===== src/rtl/btn_cond.sv =====
// Five-button synchronizer, per-button debouncer and single-press classifier (IDLE/HELD/ERR).
// Define BTN_HOLD_REPEAT_EN to re-pulse press_valid every RPT_CYCLES while one button stays held.
// The release pulse is on port release_pulse because "release" is a reserved word.
module btn_cond #(
    parameter logic [15:0] DB_CYCLES  = 16'd50000,
    parameter logic [23:0] RPT_CYCLES = 24'd5000000
) (
    input  logic       clk,
    input  logic       rst_n,
    input  logic       btnR,
    input  logic       btnM,
    input  logic       btnL,
    input  logic       btnU,
    input  logic       btnD,
    output logic [4:0] btn_lvl,
    output logic       press_valid,
    output logic [2:0] press_code,
    output logic       release_pulse,
    output logic       multi_err,
    output logic       busy
);
    // state | meaning
    // IDLE  | no button accepted, waiting for exactly one debounced level
    // HELD  | one button accepted (press_code), waiting for its release
    // ERR   | more than one button seen, waiting for all levels to drop
    typedef enum logic [1:0] {
        IDLE = 2'd0,
        HELD = 2'd1,
        ERR  = 2'd2
    } state_t;

    logic [4:0]       raw;
    logic [4:0]       sync1_q;
    logic [4:0]       sync2_q;
    logic [4:0]       lvl_q;
    logic [4:0]       lvl_d;
    logic [4:0][15:0] db_cnt_q;
    logic [4:0][15:0] db_cnt_d;

    state_t           state_q;
    state_t           state_d;
    logic             pv_q;
    logic             pv_d;
    logic             rel_q;
    logic             rel_d;
    logic             me_q;
    logic             me_d;
    logic             busy_q;
    logic             busy_d;
    logic [2:0]       code_q;
    logic [2:0]       code_d;

    logic [2:0]       pop;
    logic [2:0]       enc;
    logic [4:0]       held_mask;

`ifdef BTN_HOLD_REPEAT_EN
    logic [23:0]      rpt_cnt_q;
    logic [23:0]      rpt_cnt_d;
`endif

    assign raw = {btnD, btnU, btnL, btnM, btnR};

    always_comb begin
        lvl_d    = lvl_q;
        db_cnt_d = db_cnt_q;
        for (int i = 0; i < 5; i++) begin
            if (sync2_q[i] == lvl_q[i]) begin
                db_cnt_d[i] = '0;
            end else if (db_cnt_q[i] == DB_CYCLES - 16'd1) begin
                db_cnt_d[i] = '0;
                lvl_d[i]    = ~lvl_q[i];
            end else begin
                db_cnt_d[i] = db_cnt_q[i] + 16'd1;
            end
        end
    end

    always_comb begin
        pop = '0;
        enc = '0;
        for (int i = 0; i < 5; i++) begin
            pop = pop + {2'b00, lvl_q[i]};
        end
        for (int i = 4; i >= 0; i--) begin
            if (lvl_q[i]) begin
                enc = 3'(i + 1);
            end
        end
    end

    // press_code identifies the accepted button while in HELD
    assign held_mask = (code_q == 3'd0) ? 5'd0 : (5'd1 << (code_q - 3'd1));

    always_comb begin
        state_d = state_q;
        pv_d    = 1'b0;
        rel_d   = 1'b0;
        me_d    = 1'b0;
        code_d  = code_q;
`ifdef BTN_HOLD_REPEAT_EN
        rpt_cnt_d = '0;
`endif
        unique case (state_q)
            IDLE: begin
                if (pop == 3'd1) begin
                    state_d = HELD;
                    pv_d    = 1'b1;
                    code_d  = enc;
                end else if (pop > 3'd1) begin
                    state_d = ERR;
                    me_d    = 1'b1;
                end
            end
            HELD: begin
                if (lvl_q == 5'd0) begin
                    state_d = IDLE;
                    rel_d   = 1'b1;
                end else if (lvl_q != held_mask) begin
                    state_d = ERR;
                    me_d    = 1'b1;
                end
`ifdef BTN_HOLD_REPEAT_EN
                else if (rpt_cnt_q == RPT_CYCLES - 24'd1) begin
                    pv_d = 1'b1;
                end else begin
                    rpt_cnt_d = rpt_cnt_q + 24'd1;
                end
`endif
            end
            ERR: begin
                if (lvl_q == 5'd0) begin
                    state_d = IDLE;
                end
            end
            default: begin
                state_d = IDLE;
            end
        endcase
        busy_d = (state_d != IDLE);
    end

    always_ff @(posedge clk or negedge rst_n) begin
        if (!rst_n) begin
            sync1_q  <= '0;
            sync2_q  <= '0;
            lvl_q    <= '0;
            db_cnt_q <= '0;
            state_q  <= IDLE;
            pv_q     <= 1'b0;
            rel_q    <= 1'b0;
            me_q     <= 1'b0;
            busy_q   <= 1'b0;
            code_q   <= '0;
        end else begin
            sync1_q  <= raw;
            sync2_q  <= sync1_q;
            lvl_q    <= lvl_d;
            db_cnt_q <= db_cnt_d;
            state_q  <= state_d;
            pv_q     <= pv_d;
            rel_q    <= rel_d;
            me_q     <= me_d;
            busy_q   <= busy_d;
            code_q   <= code_d;
        end
    end

`ifdef BTN_HOLD_REPEAT_EN
    always_ff @(posedge clk or negedge rst_n) begin
        if (!rst_n) begin
            rpt_cnt_q <= '0;
        end else begin
            rpt_cnt_q <= rpt_cnt_d;
        end
    end
`endif

    assign btn_lvl       = lvl_q;
    assign press_valid   = pv_q;
    assign press_code    = code_q;
    assign release_pulse = rel_q;
    assign multi_err     = me_q;
    assign busy          = busy_q;

endmodule


===== config.mk =====
export PLATFORM = sky130hd
export DESIGN_NAME = btn_cond
export DESIGN_NICKNAME = d
export VERILOG_FILES = /design/src/rtl/btn_cond.sv
export SDC_FILE = /design/constraint.sdc
export NUM_CORES = 1
export LEC_CHECK = 0
export CAP_MARGIN = 20
export CELL_PAD_IN_SITES_DETAIL_PLACEMENT = 1
export CELL_PAD_IN_SITES_GLOBAL_PLACEMENT = 1
export CORE_MARGIN = 2
export CORE_UTILIZATION = 52
export CTS_CLUSTER_DIAMETER = 40
export DETAILED_ROUTE_END_ITERATION = 7
export GPL_TIMING_DRIVEN = 0
export HOLD_SLACK_MARGIN = 0.03
export PLACE_DENSITY = 0.9
export SLEW_MARGIN = 25
export SYNTH_ARGS = -nofsm -noshare
export SYNTH_HDL_FRONTEND = slang
export SYNTH_SLANG_ARGS = --single-unit

===== constraint.sdc =====
create_clock -name clk -period 6.9 [get_ports clk]
set_clock_uncertainty 0.05 [all_clocks]
set_input_delay 1.38 -clock clk [delete_from_list [all_inputs] [get_ports clk]]
set_output_delay 1.38 -clock clk [all_outputs]
set_load 0.02 [all_outputs]

==> out/qor.csv, run 1 <==
metric,value,unit
pre-CTS WS,3560,ps
DRT antenna net count,0,
starting DRC count in detailed routing,146,
Longest Clk Path Bufs,2,
met3 Track Usage GR,0.0465,
Post-synth EDFFs,0,
cts hold-fix bufs,0,
CTS clock-pin slew for the worst setup and hold paths,110,ps
sequential area share after synthesis,0.535,
clock root buffer,clkbuf_8,
top cell type's share of synthesized area,0.535,
Pwr per Cell Area,197,nW/um2
placed insts,618,
ys flop type,dfrtp_1,
WP data required,7150,ps
CP startpoint kind,flop,
f_max,0.293,GHz
worst vdd ir,0.154,mV
final worst setup slack,3490,ps
Async SR Flop Fraction,1.00,
DRC viols,0,
final worst path period need,3410,ps
WP data arrival,3660,ps
Final nets,535,
RSZ-0062 raised after global routing,false,
Die H,101,um
total track usage,0.242,
Worst setup EP type,flop,
Avg Inst Size Synth,9.97,um2
drt first pass iters,4,
number of fill cells,1025,
average wire per standard cell,17.3,um
"Cell Area, Synth",4860,um2
Final Max Slew Viols,0,
post-synthesis cell type count,38,
cell chain of the critical path,clkbuf_1 > inv_1 > fa_1 > fa_1 > ha_1 > or3_1 > or3_1 > buf_2 > o31ai_2,
Final setup violation count,0,
leakage power,0.00239,uW
Yosys reg bits,104,
Post-Syn Nets,505,
H-Tree Depth,3,
ANT cells,0,
Worst-Margin Slew,535,ps
vias in the first global route,3937,
grt met1 use,0.292,
antenna violations before repair,0,
gr ovfl total,0,
Finished Cell Area,5420,um2
slew margin rel.,0.641,
Skew-Pair Late Insertion Delay,380,ps
CTS Buf Count,9,
max-cap viol count,0,
post-route setup TNS,0,ps
post-place instance area,5210,um2
most common cell in the netlist,dfrtp_1,
Initial Util,0.532,
layout cells sized above 1,0.0669,
setup bufs post-CTS,0,
die area,10100,um2
vias per cell,5.56,
Area contributors post-synth,"dfrtp_1 53%, xnor2_1 8.5%, nor2_1 7.8%",
Setup CP Type,flop to flop,
largest net degree at the start of global routing,64,
slowest library cell on the worst path,fa_1,
Clock Sink Count,104,
Area Overhead vs Synth,11.4,%
Synthesis Warnings,0,
final hold violations,0,
Hold Crit Class,flop to flop,
Synth area leader,dfrtp_1,
global placer's final weighted congestion,0.818,
Hold WS,312,ps
I/O Buffers,18,
IO Pins,19,
final WL,11.0,mm
"non-filler cells, final",634,
TritonCTS clock tree,done,
grt peak-use layer,met2,
Core Box Area,9150,um2
Post-synth top cells,"104 x dfrtp_1, 101 x nor2_1, 47 x xnor2_1, 38 x nand2_1, 27 x xor2_1",
std cell rows,35,
vias,3523,
Die W,101,um
Post-Syn Instances,488,
Global Route met2 Usage,0.428,
Max stage delay on crit path,470,ps
PostCTS Resize Cnt,0,
status,"complete, no violations",
final worst path period share,0.494,
post-DP HPWL,7.65,mm
CP Max Fanout,8,
first-pass GRT wire length,19.0,mm
## power breakdown
| group | switching [uW] | leakage, uW | internal [uW] | total [uW] |
|---|---|---|---|---|
| Sequential | 6.94 | 0.00142 | 619 | 626 |
| Clock | 228 | 0.000100 | 175 | 403 |
| Combinational | 26.1 | 0.000869 | 13.3 | 39.4 |
| Total | 261 | 0.00239 | 808 | 1070 |
## final timing paths
check	startpoint	to	slack, ps	cells past startpoint
max reg2reg	btn_lvl[3]$_DFFE_PN0P_	press_code[1]$_DFFE_PN0P_	3490	9
max in group asynchronous	rst_n	db_cnt_q[40]$_DFF_PN0_	5320	2
max	btn_lvl[3]$_DFFE_PN0P_	press_code[1]$_DFFE_PN0P_	3490	9
min in group asynchronous	rst_n	db_cnt_q[58]$_DFF_PN0_	850	1
min	sync1_q[2]$_DFF_PN0_	sync2_q[2]$_DFF_PN0_	310	0
min reg2reg	sync1_q[2]$_DFF_PN0_	sync2_q[2]$_DFF_PN0_	310	0
## kinds of logic after synthesis
| kind of cell | after synthesis | share of synthesized area |
|---|---|---|
| buffers and inverters | 30 | 0.0291 |
| xor gates and xnor gates | 74 | 0.133 |
| DFF | 104 | 0.535 |
| adders and majority gates | 10 | 0.0288 |
| muxes | 5 | 0.0116 |
| and+or+nand+nor | 242 | 0.232 |
| AOI/OAI and AO/OA | 23 | 0.0301 |
## worst max-delay path: cells and delay by family (launching register included)
family | cells | cell delay, ps
AO/OA/AOI/OAI | 1 | 220
adder cells (fa/ha/maj) | 3 | 1200
buffers and inverters | 3 | 700
flip-flops | 1 | 380
AND/OR/NAND/NOR | 2 | 770
## state kept, by name, summed over array words and instances, names as in the netlist
name	count
multi_err	1
sync1_q	5
sync2_q	5
db_cnt_q	80
state_q	2
release_pulse	1
press_code	3
press_valid	1
busy	1
btn_lvl	5
## cell usage in the layout, fill, tap and decap left out, types with 2 or more instances in the layout
master           netlist  routed
and3_1                24      24
clkinvlp_4             0       2
buf_6                  1       2
nor2_1               101     101
buf_2                  6       6
nor4_1                 3       3
ha_1                   8       8
dfrtp_1              104     104
inv_8                  0       2
clkbuf_8               0       9
clkbuf_1               2       2
nand2_1               38      38
o21ai_1                2       2
fa_1                   2       2
a21oi_1                6       6
nand4_1               14      14
mux2_2                 5       5
or3_1                  7       7
clkbuf_2               2       2
nand3_1               21      21
inv_6                  0       2
nand2b_1               2       2
o21ai_0                7       7
nor3_1                23      23
nor4b_1                4       4
xnor2_1               47      47
xor2_1                27      27
inv_1                 18      18
clkdlybuf4s50_1        0      17
## layout make-up
type                       count  area (um2)  share of cell area
inverter                      18        67.6              0.0125
tap                          111         139              0.0256
buffer                        12        73.8              0.0136
sequential                   104        2600               0.480
timing repair buffer          19         209              0.0385
clock inverter                 7        85.1              0.0157
clock buffer                   9         124              0.0228
multi-input combinational    354        2120               0.391
## through the flow
| step | utilization | total power, uW |
|---|---|---|
| final | 0.592 | 1070 |
| after CTS | 0.592 | 1090 |
| after global routing | 0.592 | 1110 |
| after floorplan | - | 652 |
| after global placement | 0.566 | 673 |
| after detailed placement | 0.570 | 678 |
## metal layers
layer	part of all wire	vias up
li1	-	1670
met1	0.42	1790
met2	0.54	44
met3	0.022	19
met4	0.017	0
met5	0	-
Power figures use the tool's default switching activity.
==> run 2: changes to the inputs <==
--- a/config.mk
+++ b/config.mk
@@ -9,12 +9,12 @@
 export CELL_PAD_IN_SITES_DETAIL_PLACEMENT = 1
 export CELL_PAD_IN_SITES_GLOBAL_PLACEMENT = 1
 export CORE_MARGIN = 2
-export CORE_UTILIZATION = 52
+export CORE_UTILIZATION = 43
 export CTS_CLUSTER_DIAMETER = 40
 export DETAILED_ROUTE_END_ITERATION = 7
 export GPL_TIMING_DRIVEN = 0
 export HOLD_SLACK_MARGIN = 0.03
-export PLACE_DENSITY = 0.9
+export PLACE_DENSITY = 0.8
 export SLEW_MARGIN = 25
 export SYNTH_ARGS = -nofsm -noshare
 export SYNTH_HDL_FRONTEND = slang
==> constraint.sdc (replaced) <==
create_clock -name clk -period 3 [get_ports clk]
set_clock_uncertainty 0.05 [all_clocks]
set_input_delay 0.6 -clock clk [delete_from_list [all_inputs] [get_ports clk]]
set_output_delay 0.6 -clock clk [all_outputs]
set_load 0.02 [all_outputs]
==> run 2 against run 1 <==
Net effect: register-to-register slack worse by 3400 ps; sequential share of layout area down 1.8 points; power rose to 2.5 times the previous value; via count down 0.57%; worst setup slack worse by 3400 ps; routed wire length down 4.9%; critical endpoint unchanged; highest routed layer unchanged.
==> out/qor.csv, run 2 (synthesis gave the netlist of run 1 again) <==
metric,value,unit,change
Die W,110,um,was 101 um
max-cap viol count,0,,unchanged
WP data arrival,3100,ps,was 3660 ps
Hold WS,95.0,ps,was 312 ps
drt first pass iters,4,,unchanged
reg2reg setup slack,100,ps,was 3490 ps
layout cells sized above 1,0.0907,,was 0.0669
post-route setup TNS,0,ps,unchanged
Hold Crit Class,input pin to asynchronous set/reset pin,,was flop to flop
number of fill cells,1228,,was 1025
starting DRC count in detailed routing,120,,was 146
leakage power,0.00248,uW,was 0.00239 uW
max reg flops,80,,unchanged
clock root buffer,clkbuf_16,,was clkbuf_8
Skew-Pair Late Insertion Delay,350,ps,was 380 ps
pre-CTS WS,-109,ps,was 3560 ps
Setup CP Type,flop to flop,,unchanged
CP startpoint kind,flop,,unchanged
Longest Clk Path Bufs,2,,unchanged
Final setup violation count,0,,unchanged
Final nets,541,,was 535
f_max,0.345,GHz,was 0.293 GHz
multi-input logic area,2140,um2,was 2120 um2
average wire per standard cell,15.6,um,was 17.3 um
vias per cell,5.24,,was 5.56
"most common cell after layout, fill and taps aside",dfrtp_1,,unchanged
Initial Util,0.445,,was 0.532
I/O Buffers,18,,unchanged
vias in the first global route,3865,,was 3937
Area Overhead vs Synth,16.0,%,was 11.4%
final hold violations,0,,unchanged
ANT cells,0,,unchanged
Core Box Area,10900,um2,was 9150 um2
"Most flops, register",db_cnt_q,,unchanged
CTS Buf Count,9,,unchanged
IO Pins,19,,unchanged
Pwr per Cell Area,481,nW/um2,was 197 nW/um2
post-place instance area,5250,um2,was 5210 um2
Worst-Margin Slew,484,ps,was 535 ps
std cell rows,38,,was 35
WP data required,3210,ps,was 7150 ps
sequential cell area,2610,um2,was 2600 um2
worst vdd ir,0.352,mV,was 0.154 mV
"commonest cells after routing, fill and taps aside","102 x dfrtp_1, 101 x nor2_1, 47 x xnor2_1",,"was 104 x dfrtp_1, 101 x nor2_1, 47 x xnor2_1"
final worst path period share,0.965,,was 0.494
slew margin rel.,0.675,,was 0.641
DRT antenna net count,0,,unchanged
CTS clock-pin slew for the worst setup and hold paths,70,ps,was 110 ps
Finished Cell Area,5640,um2,was 5420 um2
cts hold-fix bufs,0,,unchanged
global placer's final weighted congestion,0.787,,was 0.818
gr ovfl total,0,,unchanged
vias,3503,,was 3523
RR Startpoint,btn_lvl[3]$_DFFE_PN0P_,,unchanged
final worst path period need,2900,ps,was 3410 ps
final WL,10.4,mm,was 11.0 mm
Worst setup EP type,flop,,unchanged
DRC viols,0,,unchanged
Clock Sink Count,104,,unchanged
Die H,110,um,was 101 um
CP Max Fanout,7,,was 8
Reg2Reg Depth,9,,unchanged
FF-to-FF End,press_code[1]$_DFFE_PN0P_,,unchanged
die area,12200,um2,was 10100 um2
first-pass GRT wire length,18.4,mm,was 19.0 mm
status,"complete, no violations",,unchanged
antenna violations before repair,0,,unchanged
final worst setup slack,104,ps,was 3490 ps
Final Max Slew Viols,0,,unchanged
RSZ-0062 raised after global routing,false,,unchanged
H-Tree Depth,3,,unchanged
largest net degree at the start of global routing,67,,was 64
total track usage,0.196,,was 0.242
TritonCTS clock tree,done,,unchanged
post-DP HPWL,7.12,mm,was 7.65 mm
[run 2: area by class of cell]
class,instances,area share
plain buffers,11,0.0153
multi-input cells,354,0.380
clock buffers,12,0.0437
clock inverters,4,0.00953
well taps,140,0.0310
inverters,18,0.0124
flip-flops and latches,104,0.462
repair buffers,26,0.0463
[run 2: timing repair]
action	CTS	global route
buffers inserted	1	6
gates resized for setup	5	10
gates cloned	0	0
setup endpoints to repair	4	5
endpoints found under the hold margin	0	0
pin swaps	0	3
[run 2: per-stage QoR]
stage	std cells	total power [uW]	util
5_1_grt	669	2820	0.516
3_5_place_dp	647	1560	0.480
2_1_floorplan	488	1500	-
3_3_place_gp	646	1550	0.478
6_report	669	2710	0.516
4_1_cts	663	2750	0.509
[run 2: worst max-delay path by stage]
stage	slack [ps]	start	end	cells after the start
finish	100	btn_lvl[3]$_DFFE_PN0P_	press_code[1]$_DFFE_PN0P_	9
global route	8	btn_lvl[3]$_DFFE_PN0P_	press_code[1]$_DFFE_PN0P_	9
detailed placement	-110	btn_lvl[1]$_DFFE_PN0P_	press_code[1]$_DFFE_PN0P_	8
global placement	-3000	rst_n	btn_lvl[0]$_DFFE_PN0P_	1
CTS	4	btn_lvl[3]$_DFFE_PN0P_	press_code[1]$_DFFE_PN0P_	9
floorplan	30	btn_lvl[0]$_DFFE_PN0P_	press_code[1]$_DFFE_PN0P_	9
[run 2: critical path, cell delays in order, from the launching register on]
cell	delay, ps
dfrtp_1	390
buf_6	140
inv_4	60
fa_1	460
fa_2	400
ha_1	280
or3_4	340
or3_4	340
buf_8	150
o31ai_4	210
[run 2: metal layers]
metal  track usage  up-vias  wire (um)
met3        0.0553       14        287
met2         0.347       32       5400
li1              -     1693          -
met4        0.0509        0        183
met1         0.235     1764       4580
met5             0        -          0
[run 2: power breakdown]
group | internal, uW | switching, uW | total [uW]
sequential | 1420 | 17.2 | 1440
combinational | 30.7 | 58.4 | 89.2
clock | 672 | 511 | 1180
total | 2130 | 587 | 2710
